===== config.mk =====
export PLATFORM = sky130hd
export DESIGN_NAME = sbus_initiator
export DESIGN_NICKNAME = d
export VERILOG_FILES = /design/src/rtl/sbus_pkg.sv /design/src/rtl/sbus_initiator.sv
export SDC_FILE = /design/constraint.sdc
export NUM_CORES = 1
export LEC_CHECK = 0
export CAP_MARGIN = 5
export CORE_ASPECT_RATIO = 1.25
export CORE_MARGIN = 4
export CORE_UTILIZATION = 48
export DETAILED_ROUTE_END_ITERATION = 12
export GPL_ROUTABILITY_DRIVEN = 0
export GPL_TIMING_DRIVEN = 0
export PLACE_DENSITY = 0.91
export SLEW_MARGIN = 20
export SYNTH_ARGS = -nofsm -noshare
export SYNTH_HDL_FRONTEND = slang
export SYNTH_SLANG_ARGS = --single-unit

===== constraint.sdc =====
create_clock -name clk -period 3.7 [get_ports clk]
set_input_delay 0.555 -clock clk [delete_from_list [all_inputs] [get_ports clk]]
set_output_delay 0.555 -clock clk [all_outputs]
set_load 0.05 [all_outputs]

===== src/rtl/sbus_pkg.sv =====
// Shared definitions for the gpioemu slave bus: bus widths, initiator FSM states
// and the read/write opcode encoding used on the command port.
package sbus_pkg;

    localparam int unsigned SBUS_AW = 16;
    localparam int unsigned SBUS_DW = 32;

    localparam logic SBUS_OP_READ  = 1'b0;
    localparam logic SBUS_OP_WRITE = 1'b1;

    typedef enum logic [2:0] {
        IDLE,
        SETUP,
        STROBE,
        HOLD,
        RESP
    } sbus_state_e;

endpackage


===== src/rtl/sbus_initiator.sv =====
// Host-side initiator: turns one valid/ready command into a timed srd/swr strobe access
// on the gpioemu slave bus and returns one response per command.
module sbus_initiator
    import sbus_pkg::*;
#(
    parameter int unsigned STROBE_CYCLES = 2,
    parameter int unsigned SAMPLE_CYCLE  = 2
) (
    input  logic               clk,
    input  logic               n_reset,
    input  logic               cmd_valid,
    output logic               cmd_ready,
    input  logic               cmd_write,
    input  logic [SBUS_AW-1:0] cmd_addr,
    input  logic [SBUS_DW-1:0] cmd_wdata,
    output logic               rsp_valid,
    input  logic               rsp_ready,
    output logic               rsp_write,
    output logic [SBUS_DW-1:0] rsp_rdata,
    output logic               busy,
    output logic [SBUS_AW-1:0] saddress,
    output logic               srd,
    output logic               swr,
    output logic [SBUS_DW-1:0] sdata_in,
    input  logic [SBUS_DW-1:0] sdata_out
);

    localparam int unsigned   CW         = $clog2(STROBE_CYCLES + 1);
    localparam logic [CW-1:0] LAST_CNT   = CW'(STROBE_CYCLES);
    localparam logic [CW-1:0] SAMPLE_CNT = CW'(SAMPLE_CYCLE);

    generate
        if (STROBE_CYCLES < 1 || SAMPLE_CYCLE < 1 || SAMPLE_CYCLE > STROBE_CYCLES) begin : g_bad_params
            $error("sbus_initiator: need 1 <= SAMPLE_CYCLE <= STROBE_CYCLES");
        end
    endgenerate

    sbus_state_e        state_q, state_d;
    logic [CW-1:0]      cnt_q, cnt_d;
    logic               wr_q, wr_d;
    logic [SBUS_DW-1:0] rdata_q, rdata_d;

    logic               cmd_ready_d, busy_d, srd_d, swr_d;
    logic               rsp_valid_d, rsp_write_d;
    logic [SBUS_DW-1:0] rsp_rdata_d, sdata_in_d;
    logic [SBUS_AW-1:0] saddress_d;

    // Every output is a register; the next-state logic computes their next values so
    // an async reset clears srd/swr immediately.
    always_ff @(posedge clk or negedge n_reset) begin
        if (!n_reset) begin
            state_q   <= IDLE;
            cnt_q     <= '0;
            wr_q      <= 1'b0;
            rdata_q   <= '0;
            cmd_ready <= 1'b1;
            busy      <= 1'b0;
            srd       <= 1'b0;
            swr       <= 1'b0;
            rsp_valid <= 1'b0;
            rsp_write <= 1'b0;
            rsp_rdata <= '0;
            saddress  <= '0;
            sdata_in  <= '0;
        end else begin
            state_q   <= state_d;
            cnt_q     <= cnt_d;
            wr_q      <= wr_d;
            rdata_q   <= rdata_d;
            cmd_ready <= cmd_ready_d;
            busy      <= busy_d;
            srd       <= srd_d;
            swr       <= swr_d;
            rsp_valid <= rsp_valid_d;
            rsp_write <= rsp_write_d;
            rsp_rdata <= rsp_rdata_d;
            saddress  <= saddress_d;
            sdata_in  <= sdata_in_d;
        end
    end

    always_comb begin
        state_d     = state_q;
        cnt_d       = cnt_q;
        wr_d        = wr_q;
        rdata_d     = rdata_q;
        cmd_ready_d = cmd_ready;
        busy_d      = busy;
        srd_d       = srd;
        swr_d       = swr;
        rsp_valid_d = rsp_valid;
        rsp_write_d = rsp_write;
        rsp_rdata_d = rsp_rdata;
        saddress_d  = saddress;
        sdata_in_d  = sdata_in;

        unique case (state_q)
            IDLE: begin
                if (cmd_valid) begin
                    state_d     = SETUP;
                    wr_d        = cmd_write;
                    rdata_d     = '0;
                    saddress_d  = cmd_addr;
                    sdata_in_d  = (cmd_write == SBUS_OP_WRITE) ? cmd_wdata : '0;
                    cmd_ready_d = 1'b0;
                    busy_d      = 1'b1;
                end
            end
            SETUP: begin
                state_d = STROBE;
                cnt_d   = CW'(1);
                srd_d   = (wr_q == SBUS_OP_READ);
                swr_d   = (wr_q == SBUS_OP_WRITE);
            end
            STROBE: begin
                // cnt_q is the 1-based index of the strobe cycle now closing
                if (wr_q == SBUS_OP_READ && cnt_q == SAMPLE_CNT) begin
                    rdata_d = sdata_out;
                end
                if (cnt_q == LAST_CNT) begin
                    state_d = HOLD;
                    srd_d   = 1'b0;
                    swr_d   = 1'b0;
                end else begin
                    cnt_d = cnt_q + CW'(1);
                end
            end
            HOLD: begin
                state_d     = RESP;
                saddress_d  = '0;
                sdata_in_d  = '0;
                rsp_valid_d = 1'b1;
                rsp_write_d = wr_q;
                rsp_rdata_d = (wr_q == SBUS_OP_WRITE) ? '0 : rdata_q;
            end
            RESP: begin
                if (rsp_ready) begin
                    state_d     = IDLE;
                    rsp_valid_d = 1'b0;
                    rsp_write_d = 1'b0;
                    rsp_rdata_d = '0;
                    cmd_ready_d = 1'b1;
                    busy_d      = 1'b0;
                end
            end
            default: begin
                state_d = IDLE;
            end
        endcase
    end

endmodule


==> tab_implementation.tex <==
\begin{tabular}{lr}
\hline
Metric & Value \\
\hline
\multicolumn{2}{l}{\textbf{Clock network}} \\
\quad Inserted Clock Buffers & 17 \\
\quad CTS clk-pin slew, worst paths & 50 ps \\
\quad Clk Tree Root Cell & clkbuf\_16 \\
\quad Clock sink total & 124 \\
\quad TritonCTS clock tree & yes \\
\quad Clk Latency, worst-skew pair & 410 ps \\
\quad Number of hold buffers added after cts & 0 \\
\quad CTS H-tree depth & 4 \\
\quad Cells resized by post-CTS repair & 0 \\
\quad Number of buffers added for setup after CTS & 0 \\
\quad Bufs on Longest Clock Path & 2 \\
\multicolumn{2}{l}{\textbf{Timing}} \\
\quad Fmax & 0.433 GHz \\
\quad Hold slack & 141 ps \\
\quad Final worst-path setup slack & 1390 ps \\
\quad Post-Route Skew & 11.2 ps \\
\quad Final cycle utilization of the critical path & 62.4\% \\
\quad Fin. max-slew vios & 0 \\
\quad Shortest clock period the worst path allows after layout & 2310 ps \\
\quad RSZ-0062 raised after global routing & false \\
\quad Headroom to the max-slew limit & 58.5\% \\
\quad Slew @ Worst Pin & 623 ps \\
\quad Total count of hold-check failures in the final report & 0 \\
\quad Setup tns final & 0 ps \\
\quad Final setup viols & 0 \\
\multicolumn{2}{l}{\textbf{Setup path}} \\
\quad Largest stage delay on the critical path & 800 ps \\
\quad Worst reg2reg path depth & 6 \\
\quad Signal arrival time at the worst endpoint & 1750 ps \\
\quad Slack of the worst reg-to-reg path & 1900 ps \\
\quad Total buffers and inverters traversed by the critical path & 1 \\
\quad Type of element capturing the critical path & primary output \\
\quad Req. time, crit path & 3140 ps \\
\quad Launching element type of the critical path & flip-flop \\
\quad Reg-to-Reg Start & cnt\_q[0] \\
\quad Path type of the worst setup path & reg -> out \\
\quad Cell class contributing the biggest share of worst-path delay & buffers and inverters \\
\quad Maximum fanout along the worst path & 3 \\
\quad Slowest-stage cell, CP & clkdlybuf4s50\_1 \\
\quad Cell-by-cell listing of the critical path & clkdlybuf4s50\_1 \\
\quad End of the worst register-to-register path & rdata\_q[4] \\
\multicolumn{2}{l}{\textbf{Logic synthesis}} \\
\quad Yosys cell types & 36 \\
\quad Sequential element share of the synthesized area & 66.8\% \\
\quad Async S/R FF share, synth & 100\% \\
\quad Post-synth top area cell & dfrtp\_1 \\
\quad Syn Nets & 411 \\
\quad Commonest cells in the synthesized netlist & dfrtp\_1 (123), a22o\_1 (112), buf\_2 (19) \\
\quad Yosys warnings & 0 \\
\quad Cell types occupying the most area after synthesis & dfrtp\_1 (66\%), a22o\_1 (21\%), buf\_2 (2.0\%) \\
\quad Post-synthesis cell count & 324 \\
\quad Most used flip-flop cell after synthesis & dfrtp\_1 \\
\quad Mapped cell area & 4650 um2 \\
\quad Number of flip-flops and latches in the synthesized netlist & 124 \\
\quad Count of flip-flops with a built-in enable after synthesis & 0 \\
\quad Post-synth top area share & 66.2\% \\
\quad Most instantiated library cell after synthesis & dfrtp\_1 \\
\quad Mean post-synth cell area & 14.3 um2 \\
\multicolumn{2}{l}{\textbf{GRT}} \\
\quad First-pass GRT wire length & 20.8 mm \\
\quad Vias in the first global route & 3925 \\
\quad GR Layer Usage met2 & 40.0\% \\
\quad Total track usage & 24.0\% \\
\quad Most used routing layer & met2 \\
\quad Routing usage on met1 & 28.8\% \\
\quad Fraction of met3 tracks used by global routing & 5.56\% \\
\quad Pin count of the biggest net entering global routing & 69 \\
\quad Initial antenna violation count & 0 \\
\quad Total grt overflow & 0 \\
\multicolumn{2}{l}{\textbf{Final layout}} \\
\quad Fraction of layout instances using a drive strength above 1 & 12.5\% \\
\quad Area overhead of the layout relative to synthesis & 52.9\% \\
\quad Final standard cell area without fillers & 7100 um2 \\
\quad Count of inserted antenna diode cells & 0 \\
\quad Number of nets in the final layout & 601 \\
\quad Post-layout utilization of the core & 76.2\% \\
\multicolumn{2}{l}{\textbf{Place}} \\
\quad Worst-case setup slack after placement & 1540 ps \\
\quad Post-placement cell area & 6530 um2 \\
\quad Quantity of I/O buffers inserted on ports & 170 \\
\quad Placed wire-length estimate after detailed placement & 9.07 mm \\
\multicolumn{2}{l}{\textbf{Drt}} \\
\quad Detailed Routing Iterations Pass 1 & 4 \\
\quad DR vias & 3605 \\
\quad Total wire length & 12.7 mm \\
\quad Avg WL per Cell & 19.6 um \\
\quad DR iter-0 viols & 153 \\
\quad Antenna viol nets, final & 0 \\
\quad Post-detailed-route via-to-cell ratio & 5.55 \\
\quad DR DRC count & 0 \\
\multicolumn{2}{l}{\textbf{Run status}} \\
\quad Result of the run & completed \\
\multicolumn{2}{l}{\textbf{Floorplan}} \\
\quad Number of rows in the core area & 39 \\
\quad Initial cell density of the core & 49.9\% \\
\quad Count of boundary I/O pins & 171 \\
\quad Die Ht & 118 um \\
\quad Core area & 9320 um2 \\
\quad Chip width & 96.0 um \\
\quad Die area & 11300 um2 \\
\multicolumn{2}{l}{\textbf{Worst hold path}} \\
\quad Path type of the worst min-delay path & in -> async \\
\multicolumn{2}{l}{\textbf{Run}} \\
\quad Maxcap violations & 0 \\
\multicolumn{2}{l}{\textbf{Pwr}} \\
\quad Leakage component of the power & 0.00328 uW \\
\quad Power Dens Cells & 937 nW/um2 \\
\quad Maximum vdd drop & 0.000663 V \\
\hline
\end{tabular}
[cells by family after synthesis]
family                   after synthesis  synth area share, %
AO/OA/AOI/OAI                        130                 23.7
XOR/XNOR                               1                0.189
adder cells (fa/ha/maj)                2                0.538
buffers and inverters                 34                 4.23
flip-flops                           124                 66.8
multiplexers                           2                0.485
AND/OR/NAND/NOR                       31                 4.09
[flip-flops by register name (all words and copies together) (netlist names)]
| name | flops |
|---|---|
| cmd_ready | 1 |
| cnt_q | 2 |
| state_q | 3 |
| rsp_rdata | 32 |
| saddress | 16 |
| rsp_valid | 1 |
| rsp_write | 1 |
| rdata_q | 32 |
| sdata_in | 32 |
| wr_q | 1 |
| busy | 1 |
| swr | 1 |
| srd | 1 |
[where the power goes]
part	internal, uW	leakage (uW)	total, uW	switching [uW]
combinational	1130	0.00133	3030	1900
sequential	1790	0.00166	2060	270
clock	988	0.000281	1570	578
[metal layers]
metal  part of all wire, %  vias up  wire length (um)
met1                    39     1828              4950
li1                      -     1622                 -
met4                   3.5        0               444
met5                     0        -                 0
met3                   4.2       32               531
met2                    53      123              6810
[metrics by stage]
step,power [uW],cells
after global routing,6970,649
after floorplan,4040,324
after CTS,6690,649
after detailed placement,5090,618
final,6650,649
after global placement,4990,617
[placed cells by master (no fill, tap or decap), drive strengths merged, types with 2 or more instances in the layout]
cell type      instances
a21o                   2
a21oi                 10
a22o                 112
buf                   28
clkbuf                25
clkdlybuf4s50        169
clkinv                 7
clkinvlp               2
dfrtp                123
ha                     2
inv                    4
mux2                   2
nand2                  3
nand2b                 2
nand3b                 2
nor2                  10
nor3                   3
nor4b                  3
o21ai                  2
[cell type report]
| class | instances | area, um2 |
|---|---|---|
| multi-input combinational | 166 | 1350 |
| fill | 593 | 2220 |
| clock buffer | 21 | 480 |
| clock inverter | 10 | 91.3 |
| buffer | 30 | 181 |
| sequential | 124 | 3100 |
| tap | 123 | 154 |
| inverter | 4 | 15.0 |
| timing repair buffer | 171 | 1730 |
[worst max-delay path by stage]
| stage | start | endpoint | slack [ps] | cells after the start |
|---|---|---|---|---|
| 6_report | cmd_ready | cmd_ready | 1390 | 1 |
| 5_1_grt | cmd_ready | cmd_ready | 1350 | 1 |
| 4_1_cts | cmd_ready | cmd_ready | 1380 | 1 |
| 3_5_place_dp | cmd_valid | sdata_in[11] | 1540 | 7 |
| 3_3_place_gp | n_reset | saddress[11] | -2330 | 1 |
| 2_1_floorplan | state_q[0] | sdata_in[0] | 2180 | 7 |
Power figures use the tool's default switching activity.
